**config.mk**
```make
export PLATFORM = sky130hd
export DESIGN_NAME = btn_debounce
export DESIGN_NICKNAME = d
export VERILOG_FILES = /design/src/rtl/btn_debounce.sv
export SDC_FILE = /design/constraint.sdc
export NUM_CORES = 1
export LEC_CHECK = 0
export BUFFER_PORTS_ARGS = -buffer_cell sky130_fd_sc_hd__buf_2
export CELL_PAD_IN_SITES_DETAIL_PLACEMENT = 1
export CELL_PAD_IN_SITES_GLOBAL_PLACEMENT = 2
export CORE_MARGIN = 5
export CORE_UTILIZATION = 30
export CTS_BUF_LIST = sky130_fd_sc_hd__clkbuf_4
export CTS_CLUSTER_SIZE = 16
export DETAILED_ROUTE_END_ITERATION = 6
export PLACE_DENSITY_LB_ADDON = 0.1
export SLEW_MARGIN = 20
export SYNTH_ARGS = -nofsm -noshare
export SYNTH_HDL_FRONTEND = slang
export SYNTH_SLANG_ARGS = --single-unit
```
**constraint.sdc**
```tcl
create_clock -name clock -period 2.6 [get_ports clock]
set_input_delay 0.13 -clock clock [delete_from_list [all_inputs] [get_ports clock]]
set_output_delay 0.13 -clock clock [all_outputs]
set_load 0.05 [all_outputs]
```
**src/rtl/btn_debounce.sv**
```systemverilog
// Per-channel push-button conditioner: 2-FF synchronizer, debounce FSM, level plus press/release pulses.
// Optional auto-repeat of the press pulse while held is enabled with BTN_DEBOUNCE_REPEAT_EN.
module btn_debounce #(
  parameter int NB_BTN          = 4,
  parameter int DEBOUNCE_CYCLES = 16,
  parameter int REPEAT_DELAY    = 64,
  parameter int REPEAT_PERIOD   = 16
) (
  input  logic              clock,
  input  logic              reset,
  input  logic [NB_BTN-1:0] i_btn,
  output logic [NB_BTN-1:0] o_btn_level,
  output logic [NB_BTN-1:0] o_btn_press,
  output logic [NB_BTN-1:0] o_btn_release
);

  // state     | meaning
  // LOW       | debounced 0, s2 stable low
  // WAIT_HIGH | s2 went high, counting stable-high cycles
  // HIGH      | debounced 1, s2 stable high
  // WAIT_LOW  | s2 went low, counting stable-low cycles (still reported pressed)
  typedef enum logic [1:0] {LOW, WAIT_HIGH, HIGH, WAIT_LOW} state_t;

  localparam int CW = $clog2(DEBOUNCE_CYCLES + 1);
  localparam logic [CW-1:0] CNT_ONE = CW'(1);
  localparam logic [CW-1:0] CNT_MAX = CW'(DEBOUNCE_CYCLES);

  logic [NB_BTN-1:0] s1, s2;
  state_t            state     [NB_BTN];
  state_t            state_nxt [NB_BTN];
  logic [CW-1:0]     cnt       [NB_BTN];
  logic [CW-1:0]     cnt_nxt   [NB_BTN];
  logic [NB_BTN-1:0] press_nxt, release_nxt, press_any;

  always_ff @(posedge clock) begin
    if (reset) begin
      s1 <= '0;
      s2 <= '0;
    end else begin
      s1 <= i_btn;
      s2 <= s1;
    end
  end

  // The first sample of a new level counts as cycle 1, so a window of one cycle accepts immediately.
  always_comb begin
    for (int i = 0; i < NB_BTN; i++) begin
      state_nxt[i]   = state[i];
      cnt_nxt[i]     = cnt[i];
      press_nxt[i]   = 1'b0;
      release_nxt[i] = 1'b0;
      case (state[i])
        LOW: if (s2[i]) begin
          if (CNT_ONE == CNT_MAX) begin
            state_nxt[i] = HIGH;
            cnt_nxt[i]   = '0;
            press_nxt[i] = 1'b1;
          end else begin
            state_nxt[i] = WAIT_HIGH;
            cnt_nxt[i]   = CNT_ONE;
          end
        end
        WAIT_HIGH: if (!s2[i]) begin
          state_nxt[i] = LOW;
          cnt_nxt[i]   = '0;
        end else if (cnt[i] + CNT_ONE == CNT_MAX) begin
          state_nxt[i] = HIGH;
          cnt_nxt[i]   = '0;
          press_nxt[i] = 1'b1;
        end else begin
          cnt_nxt[i] = cnt[i] + CNT_ONE;
        end
        HIGH: if (!s2[i]) begin
          if (CNT_ONE == CNT_MAX) begin
            state_nxt[i]   = LOW;
            cnt_nxt[i]     = '0;
            release_nxt[i] = 1'b1;
          end else begin
            state_nxt[i] = WAIT_LOW;
            cnt_nxt[i]   = CNT_ONE;
          end
        end
        WAIT_LOW: if (s2[i]) begin
          state_nxt[i] = HIGH;
          cnt_nxt[i]   = '0;
        end else if (cnt[i] + CNT_ONE == CNT_MAX) begin
          state_nxt[i]   = LOW;
          cnt_nxt[i]     = '0;
          release_nxt[i] = 1'b1;
        end else begin
          cnt_nxt[i] = cnt[i] + CNT_ONE;
        end
        default: begin
          state_nxt[i] = LOW;
          cnt_nxt[i]   = '0;
        end
      endcase
    end
  end

`ifdef BTN_DEBOUNCE_REPEAT_EN
  localparam int RMAX = (REPEAT_DELAY > REPEAT_PERIOD) ? REPEAT_DELAY : REPEAT_PERIOD;
  localparam int RW   = $clog2(RMAX + 1);

  logic [RW-1:0]     rpt     [NB_BTN];
  logic [RW-1:0]     rpt_nxt [NB_BTN];
  logic [NB_BTN-1:0] rpt_pulse;
  logic              held;

  // Down-counter reloaded on each pulse; fires on terminal count 1 while the button stays held.
  always_comb begin
    held = 1'b0;
    for (int i = 0; i < NB_BTN; i++) begin
      rpt_nxt[i]   = rpt[i];
      rpt_pulse[i] = 1'b0;
      held = (state[i] == HIGH || state[i] == WAIT_LOW) && (state_nxt[i] != LOW);
      if (press_nxt[i]) begin
        rpt_nxt[i] = RW'(REPEAT_DELAY);
      end else if (held) begin
        if (rpt[i] == RW'(1)) begin
          rpt_pulse[i] = 1'b1;
          rpt_nxt[i]   = RW'(REPEAT_PERIOD);
        end else if (rpt[i] != '0) begin
          rpt_nxt[i] = rpt[i] - RW'(1);
        end
      end else begin
        rpt_nxt[i] = '0;
      end
    end
  end

  always_ff @(posedge clock) begin
    for (int i = 0; i < NB_BTN; i++) begin
      if (reset) rpt[i] <= '0;
      else       rpt[i] <= rpt_nxt[i];
    end
  end

  assign press_any = press_nxt | rpt_pulse;
`else
  assign press_any = press_nxt;
`endif

  always_ff @(posedge clock) begin
    if (reset) begin
      o_btn_press   <= '0;
      o_btn_release <= '0;
    end else begin
      o_btn_press   <= press_any;
      o_btn_release <= release_nxt;
    end
    for (int i = 0; i < NB_BTN; i++) begin
      if (reset) begin
        state[i] <= LOW;
        cnt[i]   <= '0;
      end else begin
        state[i] <= state_nxt[i];
        cnt[i]   <= cnt_nxt[i];
      end
    end
  end

  always_comb begin
    o_btn_level = '0;
    for (int i = 0; i < NB_BTN; i++)
      o_btn_level[i] = (state[i] == HIGH) || (state[i] == WAIT_LOW);
  end

endmodule

```
==> flow_metrics.env <==
export IMPL_holdPathEnd="cnt[3][1]$_SDFFE_PP0P_"
export IMPL_status="completed"
export IMPL_min_period_over_period_pct=54.06
export IMPL_clockBufferDepth=2
export IMPL_dp_hpwl_microns=2976
export IMPL_rrSetupSlack_ns=1.19
export IMPL_cts_root_buffer="clkbuf_4"
export IMPL_tightest_slew_ns=0.8391
export IMPL_path_clk_slew_ns=0.14
export IMPL_grtUsageTotal_pct=10.73
export IMPL_die_area_sq_mm=0.008388
export IMPL_ant_nets=0
export IMPL_hold_viol=0
export IMPL_drt_iter0_drc=45
export IMPL_yosysMostFrequentCell="dfxtp_1"
export IMPL_syn_area_sq_mm=0.001997
export IMPL_clkSinkCount=44
export IMPL_seq_area_frac_synth_pct=44.11
export IMPL_wire_per_inst_microns=13.73
export IMPL_final_cells=307
export IMPL_grt_pass1_wl_microns=7521
export IMPL_worstSkewPairLatency_ns=0.35
export IMPL_cp_data_arrival_time_ns=1.65
export IMPL_reg2reg_to="o_btn_press[0]$_SDFF_PP0_"
export IMPL_ys_types=43
export IMPL_tns_ns=0
export IMPL_via_count=1579
export IMPL_grt_setup_unrepaired="false"
export IMPL_cp_startpoint="cnt[0][0]$_SDFFE_PP0P_"
export IMPL_synth_warnings=0
export IMPL_p_leak_nw=0.8433
export IMPL_rr_startpoint="cnt[0][0]$_SDFFE_PP0P_"
export IMPL_cap_violations=0
export IMPL_synthesis_instances=211
export IMPL_rr_worst_depth=4
export IMPL_setup_viol=0
export IMPL_die_y_microns=91.59
export IMPL_fmax_mhz=711.5
export IMPL_drcViolationCount=0
export IMPL_tritoncts="yes"
export IMPL_io_buffers=17
export IMPL_post_cts_resized=0
export IMPL_grt_overflow_total=0
export IMPL_netlist_top_cells_count="dfxtp_1 (44), nor2_1 (16), nand2_1 (10), nand2b_1 (10)"
export IMPL_drive_gt1_share_pct=14.35
export IMPL_end_kind="flop"
export IMPL_wl_microns=4216
export IMPL_skew_ns=0.01156
export IMPL_hold_path_startpoint="reset"
export IMPL_first_pass_iters=4
export IMPL_coreArea_sq_mm=0.006422
export IMPL_regArea_sq_um=880.8
export IMPL_vdd_drop_max_mv=0.2063
export IMPL_cp_required_ns=2.85
export IMPL_finalMaxSlewViolations=0
export IMPL_rows=29
export IMPL_io_pins=18
export IMPL_max_slew_margin_rel_pct=44.06
export IMPL_syn_mean_instance_area_sq_um=9.464
export IMPL_hold_path_depth=2
export IMPL_ys_ff_latch=44
export IMPL_ys_flop_type="dfxtp_1"
export IMPL_synth_area_leaders="dfxtp_1 (44%), mux2i_1 (3.5%), nor4b_1 (3.5%)"
export IMPL_post_place_ws_ns=1.204
export IMPL_synth_largest_area_cell="dfxtp_1"
export IMPL_via_per_inst=5.143
export IMPL_yosysTopAreaCellShare_pct=44.11
export IMPL_post_cts_buffers=0
export IMPL_worstSetupPathType="reg2reg"
export IMPL_hold_slack_ns=0.3686
export IMPL_synth_nets=221
export IMPL_cts_htree_levels=2
export IMPL_multi_input_area_sq_mm=0.001071
export IMPL_grt_max_degree=50
export IMPL_grt_pass1_vias=1639
export IMPL_min_delay_path_class="in2reg"
export IMPL_start_util_pct=31.09
export IMPL_finalWorstSetupSlack_ns=1.194
export IMPL_cts_buffers=5
export IMPL_area_growth_syn_to_layout_pct=12.59
export IMPL_fill_cells=742
export IMPL_antenna_found_initial=0
export IMPL_die_w_microns=91.59
export IMPL_nNetsFinal=239
export IMPL_p_per_area_mw_per_mm2=518.3
export IMPL_gp_congestion=0.7448
export IMPL_synth_edf_count=0
export IMPL_worstPathMaxFanout=5
export IMPL_synthArstFlopShare_pct=0
export IMPL_critPathLaunchType="flop"
export IMPL_dp_cells=295
export IMPL_period_needed_ns=1.406
export IMPL_n_antenna_cell=0
export IMPL_dpl_instance_area_sq_mm=0.002133
export IMPL_final_area_sq_mm=0.002248
## layout make-up
type                    count  area share (%)
clock buffers               5           1.669
repair buffers             21           5.565
multi-input cells         157           47.63
flip-flops and latches     44           39.18
well taps                  77           4.285
clock inverters             3           1.669
## worst max-delay path by stage
stage                                              to
after floorplan                cnt[3][4]$_SDFFE_PP0P_
after global placement    o_btn_release[0]$_SDFF_PP0_
after detailed placement    o_btn_press[0]$_SDFF_PP0_
after CTS                   o_btn_press[0]$_SDFF_PP0_
after global routing        o_btn_press[1]$_SDFF_PP0_
final                       o_btn_press[0]$_SDFF_PP0_
## metal layers
metal	part of all wire (%)	vias up	global-route usage [%]
li1	-	790	-
met1	47	766	13.14
met2	49	18	18.32
met3	3.1	5	3.058
met4	0.90	0	3.015
met5	0	-	0
## placed cells by master, fill, tap and decap left out, types with 7 or more instances in the layout
cell | netlist | routed
dfxtp_1 | 44 | 44
mux2i_1 | 7 | 7
o21ai_0 | 9 | 9
nand2b_1 | 10 | 10
nand2_1 | 10 | 10
a21oi_1 | 9 | 9
buf_2 | 2 | 17
nor3b_1 | 7 | 7
nor2b_1 | 9 | 9
nor2_1 | 16 | 16
nor4b_1 | 8 | 8
## sequential cells by signal, summed over array words and instances (netlist names), named ones only
name / cells
s2: 4
cnt: 20
state: 4
o_btn_release: 4
s1: 4
o_btn_press: 4
## critical path, stage by stage, from the launching register on
cell and delay [ns]:
dfxtp_1 0.42, ha_1 0.21, and2_1 0.20, nand3_1 0.19, nor4b_1 0.29
## metrics by stage
| step | power, mW | utilization [%] |
|---|---|---|
| finish | 1.165 | 35.01 |
| global route | 1.221 | 35.01 |
| CTS | 1.190 | 35.01 |
| detailed placement | 0.7574 | 33.22 |
| global placement | 0.7557 | 33.22 |
| floorplan | 0.7425 | - |
## kinds of logic (layout without fill, tap and decap cells)
logic type / after synthesis / in the layout / synth area share, %
DFF: 44 / 44 / 44.11
adders and majority gates: 4 / 4 / 2.506
muxes: 8 / 8 / 4.073
xor gates and xnor gates: 9 / 9 / 5.076
and+or+nand+nor: 98 / 98 / 30.51
AOI/OAI and AO/OA: 38 / 38 / 11.47
buffers and inverters: 10 / 29 / 2.256
## timing repair
action / in CTS / in global routing
hold buffers: 4 / 0
setup endpoints to repair: 0 / 0
hold endpoints to repair: 4 / 0
## power breakdown
group,switching [mW],internal [mW]
sequential,0.0126,0.685
clock,0.223,0.197
combinational,0.0260,0.0221
total,0.261,0.904
Power figures use the tool's default switching activity.
